`src/rtl/ac97_link_frame_pkg.sv`:
```
// Shared AC-link frame geometry: slot/tag/frame sizes, slot word type and the
// helper that locates a slot's first bit inside the 256-bit frame.
package ac97_pkg;

  localparam int AC97_SLOT_BITS  = 20;
  localparam int AC97_TAG_BITS   = 16;
  localparam int AC97_FRAME_BITS = 256;
  localparam int AC97_SYNC_LEN   = 16;

  typedef logic [AC97_SLOT_BITS-1:0] ac97_slot_t;

  // Frame bit index of the MSB of slot s (1-based); bit index == bit_q on the wire.
  function automatic int slot_start(input int s);
    return AC97_TAG_BITS + AC97_SLOT_BITS * (s - 1);
  endfunction

endpackage

```
`src/rtl/ac97_link_frame_if.sv`:
```
// Producer-side bus of the AC-link frame engine: transmit slots in, frame
// strobe and decoded codec input frame out.
interface ac97_link_frame_if #(parameter int NUM_OUT_SLOTS = 4);
  import ac97_pkg::*;

  logic                                    tx_en;
  logic [NUM_OUT_SLOTS*AC97_SLOT_BITS-1:0] tx_slot_data;
  logic [NUM_OUT_SLOTS-1:0]                tx_slot_valid;
  logic                                    ac97_strobe;
  logic                                    codec_ready;
  logic [6:0]                              status_addr;
  logic [15:0]                             status_data;
  logic                                    status_valid;
  logic [9:0]                              rx_slotreq;
  ac97_slot_t                              pcm_in_l;
  ac97_slot_t                              pcm_in_r;
  logic                                    pcm_in_valid;

  modport master (
    output tx_en, tx_slot_data, tx_slot_valid,
    input  ac97_strobe, codec_ready, status_addr, status_data, status_valid,
    input  rx_slotreq, pcm_in_l, pcm_in_r, pcm_in_valid
  );

  modport slave (
    input  tx_en, tx_slot_data, tx_slot_valid,
    output ac97_strobe, codec_ready, status_addr, status_data, status_valid,
    output rx_slotreq, pcm_in_l, pcm_in_r, pcm_in_valid
  );

endinterface

```
`src/rtl/ac97_link_frame_rx.sv`:
```
// Codec input-frame deframer: negedge pin sampler, 256-bit shift register and
// tag/slot decode at the start of the following frame (AC97_LINK_RX_EN builds only).
`ifdef AC97_LINK_RX_EN
module ac97_rx_deframer
  import ac97_pkg::*;
(
  input  logic       ac97_bitclk,
  input  logic       rst,
  input  logic [7:0] bit_q,
  input  logic       ac97_sdata_in,
  output logic       codec_ready,
  output logic [6:0] status_addr,
  output logic [15:0] status_data,
  output logic       status_valid,
  output logic [9:0] rx_slotreq,
  output ac97_slot_t pcm_in_l,
  output ac97_slot_t pcm_in_r,
  output logic       pcm_in_valid
);

  // First received bit ends up in the MSB, so wire position p sits at shift_r[TAG_HI-p].
  localparam int TAG_HI = AC97_FRAME_BITS - 1;
  localparam int S1_HI  = AC97_FRAME_BITS - 1 - slot_start(1);
  localparam int S2_HI  = AC97_FRAME_BITS - 1 - slot_start(2);
  localparam int S3_HI  = AC97_FRAME_BITS - 1 - slot_start(3);
  localparam int S4_HI  = AC97_FRAME_BITS - 1 - slot_start(4);

  logic                       rx_bit_r;
  logic [AC97_FRAME_BITS-1:0] shift_r;

  // Pin sampler: the codec launches on posedge, so mid-bit negedge is the safe point.
  always_ff @(negedge ac97_bitclk) begin
    rx_bit_r <= ac97_sdata_in;
  end

  // Shift in one bit per cycle; decode the completed frame on the bit 0 -> 1 edge.
  always_ff @(posedge ac97_bitclk) begin
    if (rst) begin
      shift_r      <= {AC97_FRAME_BITS{1'b0}};
      codec_ready  <= 1'b0;
      status_addr  <= 7'd0;
      status_data  <= 16'd0;
      status_valid <= 1'b0;
      rx_slotreq   <= 10'd0;
      pcm_in_l     <= 20'd0;
      pcm_in_r     <= 20'd0;
      pcm_in_valid <= 1'b0;
    end else begin
      shift_r <= {shift_r[AC97_FRAME_BITS-2:0], rx_bit_r};
      if (bit_q == 8'd0) begin
        codec_ready  <= shift_r[TAG_HI];
        rx_slotreq   <= shift_r[S1_HI-8 -: 10];
        status_valid <= shift_r[TAG_HI-1] & shift_r[TAG_HI-2];
        pcm_in_valid <= shift_r[TAG_HI-3] | shift_r[TAG_HI-4];
        if (shift_r[TAG_HI-1] & shift_r[TAG_HI-2]) begin
          status_addr <= shift_r[S1_HI-1 -: 7];
          status_data <= shift_r[S2_HI -: 16];
        end
        if (shift_r[TAG_HI-3]) begin
          pcm_in_l <= shift_r[S3_HI -: AC97_SLOT_BITS];
        end
        if (shift_r[TAG_HI-4]) begin
          pcm_in_r <= shift_r[S4_HI -: AC97_SLOT_BITS];
        end
      end else begin
        status_valid <= 1'b0;
        pcm_in_valid <= 1'b0;
      end
    end
  end

endmodule
`endif

```
`src/rtl/ac97_link_frame.sv`:
```
// AC-link frame engine: serialises a per-frame snapshot of up to 12 output slots.
// Define AC97_LINK_RX_EN to compile in the codec input-frame deframer.
module ac97_link_frame
  import ac97_pkg::*;
#(
  parameter int NUM_OUT_SLOTS = 4
) (
  input  logic              ac97_bitclk,
  input  logic              rst,
  ac97_link_frame_if.slave  link,
  input  logic              ac97_sdata_in,
  output logic              ac97_sdata_out,
  output logic              ac97_sync,
  output logic              ac97_reset_b
);

  localparam int          DATA_W    = NUM_OUT_SLOTS * AC97_SLOT_BITS;
  localparam logic [7:0]  SYNC_LAST = 8'(AC97_SYNC_LEN - 1);

  logic [7:0]                 bit_q_r;
  logic [7:0]                 bit_next_s;
  logic                       shadow_en_r;
  logic [NUM_OUT_SLOTS-1:0]   shadow_valid_r;
  logic [DATA_W-1:0]          shadow_data_r;
  logic                       src_en_s;
  logic [NUM_OUT_SLOTS-1:0]   src_valid_s;
  logic [DATA_W-1:0]          src_data_s;
  logic [AC97_FRAME_BITS-1:0] frame_s;
  logic                       sdata_out_r;
  logic                       sync_r;
  logic                       strobe_r;
  logic                       reset_b_r;

  // Frame source: live inputs on the wrap edge (they become the snapshot), shadow otherwise.
  always_comb begin
    bit_next_s = bit_q_r + 8'd1;
    if (bit_q_r == 8'd255) begin
      src_en_s    = link.tx_en;
      src_valid_s = link.tx_slot_valid;
      src_data_s  = link.tx_slot_data;
    end else begin
      src_en_s    = shadow_en_r;
      src_valid_s = shadow_valid_r;
      src_data_s  = shadow_data_r;
    end
  end

  // Wire image of the frame indexed by bit_q: tag then slots MSB first, invalid slots zero.
  always_comb begin
    frame_s    = {AC97_FRAME_BITS{1'b0}};
    frame_s[0] = src_en_s & (|src_valid_s);
    for (int s = 1; s <= NUM_OUT_SLOTS; s++) begin
      frame_s[s] = src_en_s & src_valid_s[s-1];
      for (int i = 0; i < AC97_SLOT_BITS; i++) begin
        frame_s[slot_start(s) + i] = src_en_s & src_valid_s[s-1]
                                     & src_data_s[s*AC97_SLOT_BITS - 1 - i];
      end
    end
  end

  // Bit counter, snapshot and pin registers; the source mux makes the shadow hold mid-frame.
  always_ff @(posedge ac97_bitclk) begin
    if (rst) begin
      bit_q_r        <= 8'd254;
      shadow_en_r    <= 1'b0;
      shadow_valid_r <= {NUM_OUT_SLOTS{1'b0}};
      shadow_data_r  <= {DATA_W{1'b0}};
      sdata_out_r    <= 1'b0;
      sync_r         <= 1'b0;
      strobe_r       <= 1'b0;
      reset_b_r      <= 1'b0;
    end else begin
      bit_q_r        <= bit_next_s;
      shadow_en_r    <= src_en_s;
      shadow_valid_r <= src_valid_s;
      shadow_data_r  <= src_data_s;
      sdata_out_r    <= frame_s[bit_next_s];
      sync_r         <= (bit_next_s == 8'd255) || (bit_next_s < SYNC_LAST);
      strobe_r       <= (bit_next_s == 8'd255);
      reset_b_r      <= 1'b1;
    end
  end

  assign ac97_sdata_out   = sdata_out_r;
  assign ac97_sync        = sync_r;
  assign ac97_reset_b     = reset_b_r;
  assign link.ac97_strobe = strobe_r;

`ifdef AC97_LINK_RX_EN
  ac97_rx_deframer u_rx (
    .ac97_bitclk   (ac97_bitclk),
    .rst           (rst),
    .bit_q         (bit_q_r),
    .ac97_sdata_in (ac97_sdata_in),
    .codec_ready   (link.codec_ready),
    .status_addr   (link.status_addr),
    .status_data   (link.status_data),
    .status_valid  (link.status_valid),
    .rx_slotreq    (link.rx_slotreq),
    .pcm_in_l      (link.pcm_in_l),
    .pcm_in_r      (link.pcm_in_r),
    .pcm_in_valid  (link.pcm_in_valid)
  );
`else
  logic rx_unused_s;
  assign rx_unused_s       = ac97_sdata_in;
  assign link.codec_ready  = 1'b0;
  assign link.status_addr  = 7'd0;
  assign link.status_data  = 16'd0;
  assign link.status_valid = 1'b0;
  assign link.rx_slotreq   = 10'd0;
  assign link.pcm_in_l     = 20'd0;
  assign link.pcm_in_r     = 20'd0;
  assign link.pcm_in_valid = 1'b0;
`endif

endmodule

```
`src/flat_wrapper.sv`:
```
// flat-port wrapper written by rule: the top's interface ports become plain ports
module ac97_link_frame_flat import ac97_pkg::*;
#(
  parameter int NUM_OUT_SLOTS = 4
)
  (ac97_bitclk, rst, ac97_sdata_in, ac97_sdata_out, ac97_sync, ac97_reset_b, link_tx_en, link_tx_slot_data, link_tx_slot_valid, link_ac97_strobe, link_codec_ready, link_status_addr, link_status_data, link_status_valid, link_rx_slotreq, link_pcm_in_l, link_pcm_in_r, link_pcm_in_valid);
  ac97_link_frame_if #(.NUM_OUT_SLOTS(NUM_OUT_SLOTS)) link_i ();
  input  logic ac97_bitclk;
  input  logic rst;
  input  logic ac97_sdata_in;
  output logic ac97_sdata_out;
  output logic ac97_sync;
  output logic ac97_reset_b;
  input wire logic [$bits(link_i.tx_en)-1:0] link_tx_en;
  input wire logic [$bits(link_i.tx_slot_data)-1:0] link_tx_slot_data;
  input wire logic [$bits(link_i.tx_slot_valid)-1:0] link_tx_slot_valid;
  output wire logic [$bits(link_i.ac97_strobe)-1:0] link_ac97_strobe;
  output wire logic [$bits(link_i.codec_ready)-1:0] link_codec_ready;
  output wire logic [$bits(link_i.status_addr)-1:0] link_status_addr;
  output wire logic [$bits(link_i.status_data)-1:0] link_status_data;
  output wire logic [$bits(link_i.status_valid)-1:0] link_status_valid;
  output wire logic [$bits(link_i.rx_slotreq)-1:0] link_rx_slotreq;
  output wire logic [$bits(link_i.pcm_in_l)-1:0] link_pcm_in_l;
  output wire logic [$bits(link_i.pcm_in_r)-1:0] link_pcm_in_r;
  output wire logic [$bits(link_i.pcm_in_valid)-1:0] link_pcm_in_valid;
  assign link_i.tx_en = link_tx_en;
  assign link_i.tx_slot_data = link_tx_slot_data;
  assign link_i.tx_slot_valid = link_tx_slot_valid;
  assign link_ac97_strobe = link_i.ac97_strobe;
  assign link_codec_ready = link_i.codec_ready;
  assign link_status_addr = link_i.status_addr;
  assign link_status_data = link_i.status_data;
  assign link_status_valid = link_i.status_valid;
  assign link_rx_slotreq = link_i.rx_slotreq;
  assign link_pcm_in_l = link_i.pcm_in_l;
  assign link_pcm_in_r = link_i.pcm_in_r;
  assign link_pcm_in_valid = link_i.pcm_in_valid;
  ac97_link_frame #(.NUM_OUT_SLOTS(NUM_OUT_SLOTS)) u_core (.ac97_bitclk(ac97_bitclk), .rst(rst), .link(link_i), .ac97_sdata_in(ac97_sdata_in), .ac97_sdata_out(ac97_sdata_out), .ac97_sync(ac97_sync), .ac97_reset_b(ac97_reset_b));
endmodule
```
`config.mk`:
```
export PLATFORM = sky130hd
export DESIGN_NAME = ac97_link_frame_flat
export DESIGN_NICKNAME = d
export VERILOG_FILES = /design/src/rtl/ac97_link_frame_pkg.sv /design/src/rtl/ac97_link_frame_if.sv /design/src/rtl/ac97_link_frame_rx.sv /design/src/rtl/ac97_link_frame.sv /design/src/flat_wrapper.sv
export SDC_FILE = /design/constraint.sdc
export NUM_CORES = 1
export LEC_CHECK = 0
export ABC_AREA = 1
export CORE_ASPECT_RATIO = 0.75
export CORE_UTILIZATION = 48
export DETAILED_ROUTE_END_ITERATION = 12
export PLACE_DENSITY = 0.81
export REMOVE_ABC_BUFFERS = 1
export SYNTH_ARGS = -nofsm -noshare
export SYNTH_HDL_FRONTEND = slang
export SYNTH_HIERARCHICAL = 1
export SYNTH_SLANG_ARGS = --single-unit
```
`constraint.sdc`:
```
create_clock -name ac97_bitclk -period 2.7 [get_ports ac97_bitclk]
set_input_delay 0.675 -clock ac97_bitclk [delete_from_list [all_inputs] [get_ports ac97_bitclk]]
set_output_delay 0.675 -clock ac97_bitclk [all_outputs]
set_load 0.02 [all_outputs]
```
==> results.sh <==
export IMPL_status="finished, final reports clean"
export IMPL_final_util_pct=59.0
export IMPL_synth_distinct_cells=32
export IMPL_hpwlAfterDp_um=9160
export IMPL_syn_cell_area_sq_mm=0.00578
export IMPL_drtIter0Drc=442
export IMPL_yosys_warnings=6
export IMPL_postRouteAntennaNets=0
export IMPL_max_freq_mhz=407
export IMPL_dieArea_sq_mm=0.0125
export IMPL_track_usage_pct=22.0
export IMPL_p_clk_share_pct=29.3
export IMPL_yosysSeqAreaShare_pct=33.6
export IMPL_cpMostUsedCell="nand2_1"
export IMPL_overflow=0
export IMPL_wl_per_cell_um=11.5
export IMPL_leakagePower_nw=3.49
export IMPL_slowest_stage="dfxtp_2"
export IMPL_grt_pass1_wl_um=21500
export IMPL_critical_path_endpoint_type="register"
export IMPL_final_hold_viol_count=0
export IMPL_port_buffers=90
export IMPL_syn_to_final_growth_pct=19.0
export IMPL_finalCritPeriodShare_pct=90.9
export IMPL_wl_um=13300
export IMPL_post_route_min_period_ns=2.45
export IMPL_hold_class="reg -> reg"
export IMPL_gp_congestion=0.836
export IMPL_grt_pass1_vias=4440
export IMPL_num_rows=34
export IMPL_dieHeight_um=97.1
export IMPL_sequentialPowerShare_pct=36.7
export IMPL_arrival_ns=2.73
export IMPL_clock_skew_ns=0.00594
export IMPL_final_max_slew_violation_count=0
export IMPL_htree_levels=3
export IMPL_cp_slowest_stage_delay_ns=0.42
export IMPL_grt_max_degree=89
export IMPL_path_clk_slew_ns=0.07
export IMPL_finalNetCount=1081
export IMPL_start_util_pct=49.6
export IMPL_clockRootBuffer="clkbuf_16"
export IMPL_layout_drive_gt1_share_pct=4.52
export IMPL_rsz0062_at_grt="false"
export IMPL_antenna_found_initial=0
export IMPL_path_cells="ha_1 -> nand2_1 -> nor2_4 -> nand2_4 -> buf_12 -> nand2_1 -> o21ai_4 -> nor2_1 -> o21ai_0 -> nand2_1 -> nand2_1 -> inv_1 -> nand2_1 -> a21oi_1 -> nor2_1 -> nor2_1"
export IMPL_viasPerCell=4.49
export IMPL_pin_count=168
export IMPL_setup_ws_ns=0.245
export IMPL_synthCells=910
export IMPL_vdd_ir_drop_max_uv=375
export IMPL_combPwrFrac_pct=34.0
export IMPL_cts_max_path_buffers=2
export IMPL_die_w_um=129
export IMPL_core_area_sq_mm=0.0117
export IMPL_numCtsBuffers=9
export IMPL_avgSynthCellArea_sq_um=6.35
export IMPL_path_class="reg -> reg"
export IMPL_internal_power_mw=2.97
export IMPL_cp_start_kind="register"
export IMPL_setup_viol=0
export IMPL_drc_errors=0
export IMPL_vias=5196
export IMPL_p_per_area_mw_per_mm2=664
export IMPL_slew_limit_headroom_pct=61.9
export IMPL_tns_ns=0
export IMPL_worst_slew_pin_transition_ns=0.571
export IMPL_place_ws_ns=0.236
export IMPL_max_cap_violations=0
export IMPL_cts_sinks=97
export IMPL_required_ns=2.98
export IMPL_switching_share_pct=35.0
export IMPL_antenna_cells=0
export IMPL_p_switching_mw=1.60
export IMPL_cts_tree="built"
export IMPL_path_max_fanout=31
export IMPL_clock_latency_ns=0.35
export IMPL_drt_pre_antenna_iters=5
export IMPL_synth_seq_cells=97
==> metal layers <==
| layer | global-route usage [%] | wire [um] |
|---|---|---|
| met3 | 4.63 | 1080 |
| met5 | 0 | 0 |
| met4 | 6.61 | 167 |
| met2 | 32.3 | 5670 |
| met1 | 31.9 | 6340 |
==> layout make-up <==
| class | instances | area (sq um) |
|---|---|---|
| clock buffers | 13 | 280 |
| repair buffers | 109 | 1080 |
| inverters | 137 | 514 |
| fillers | 1159 | 4780 |
| multi-input cells | 637 | 2830 |
| flip-flops and latches | 97 | 1940 |
| well taps | 162 | 203 |
| clock inverters | 2 | 35.0 |
==> worst max-delay path, delay by kind of cell (launching register included) <==
family	cells	cell delay, ns
AND/OR/NAND/NOR	10	1.08
flip-flops	1	0.42
AO/OA/AOI/OAI	3	0.36
buffers and inverters	2	0.29
adder cells (fa/ha/maj)	1	0.20
==> cells in the mapped netlist, drive strengths merged <==
cell type	instances	share of area [%]
nand2	244	16
inv	135	8.8
nor2	135	9.0
buf	102	13
dfxtp	97	34
nand3	79	6.8
nand3b	47	6.1
o21ai	32	3.0
clkbuf	12	0.78
a21oi	6	0.52
or2	4	0.43
nor3	3	0.26
xor2	3	0.58
clkinv	2	0.13
ha	2	0.43
nand4	2	0.22
o211ai	2	0.26
conb	1	0.065
nor4	1	0.11
o21bai	1	0.13
==> what timing repair did <==
item,4_1_cts,5_1_grt
setup endpoints to repair,0,1
gates resized for setup,0,2
hold buffers,0,0
setup buffers,0,0
==> final timing paths <==
path / startpoint / endpoint / slack (ns) / cells past startpoint
worst max-delay path: u_core/bit_q_r[0]$_SDFF_PP0_ / u_core/ac97_sdata_out$_SDFF_PP0_ / 0.25 / 16
worst min-delay path: u_core/bit_q_r[0]$_SDFF_PP0_ / u_core/bit_q_r[0]$_SDFF_PP0_ / 0.50 / 1
worst max register to register: u_core/bit_q_r[0]$_SDFF_PP0_ / u_core/ac97_sdata_out$_SDFF_PP0_ / 0.25 / 16
worst min register to register: u_core/bit_q_r[0]$_SDFF_PP0_ / u_core/bit_q_r[0]$_SDFF_PP0_ / 0.50 / 1
==> cells in the final DEF, fill, tap and decap left out, types with 3 or more instances in the layout <==
cell type        instances
inv_1                  134
o21ai_1                  7
conb_1                  76
clkbuf_8                 4
clkdlybuf4s50_1         89
dfxtp_1                 96
nor2_1                 132
buf_12                   3
nand3_1                 79
a21oi_1                  6
nor3_1                   3
clkbuf_16                9
o21ai_0                 24
buf_4                   15
nand3b_1                47
nand2_1                242
==> kinds of logic after synthesis <==
family | after synthesis | share of synthesized area, %
adders and majority gates | 2 | 0.433
DFF | 97 | 33.6
other | 1 | 0.0649
AOI/OAI and AO/OA | 41 | 3.87
xor gates and xnor gates | 3 | 0.584
and+or+nand+nor | 515 | 38.9
buffers and inverters | 251 | 22.6
==> flip-flops by register name, indices dropped and copies added (netlist names) <==
| register | count |
|---|---|
| u_core/ac97_reset_b | 1 |
| u_core/ac97_sdata_out | 1 |
| u_core/ac97_sync | 1 |
| u_core/bit_q_r | 8 |
| u_core/link.ac97_strobe | 1 |
| u_core/shadow_data_r | 80 |
| u_core/shadow_en_r | 1 |
| u_core/shadow_valid_r | 4 |
==> metrics by stage <==
stage	instance area [sq um]	total power, mW	std cells	hold slack, ns
detailed placement	6560	3.23	1142	0.504
global route	6880	4.87	1157	0.529
global placement	6560	3.19	1142	0.500
floorplan	5270	2.73	871	0.485
finish	6880	4.57	1157	0.504
CTS	6880	4.58	1157	0.515
==> power groups by stage <==
| stage | combinational (mW) | sequential [mW] | clock [mW] |
|---|---|---|---|
| 5_1_grt | 1.75 | 1.69 | 1.43 |
| 3_3_place_gp | 1.50 | 1.70 | 0 |
| 4_1_cts | 1.54 | 1.67 | 1.37 |
| 3_5_place_dp | 1.52 | 1.71 | 0 |
| 2_1_floorplan | 1.04 | 1.70 | 0 |
| 6_report | 1.55 | 1.67 | 1.34 |
No activity file was read; power rests on OpenSTA's default activity.
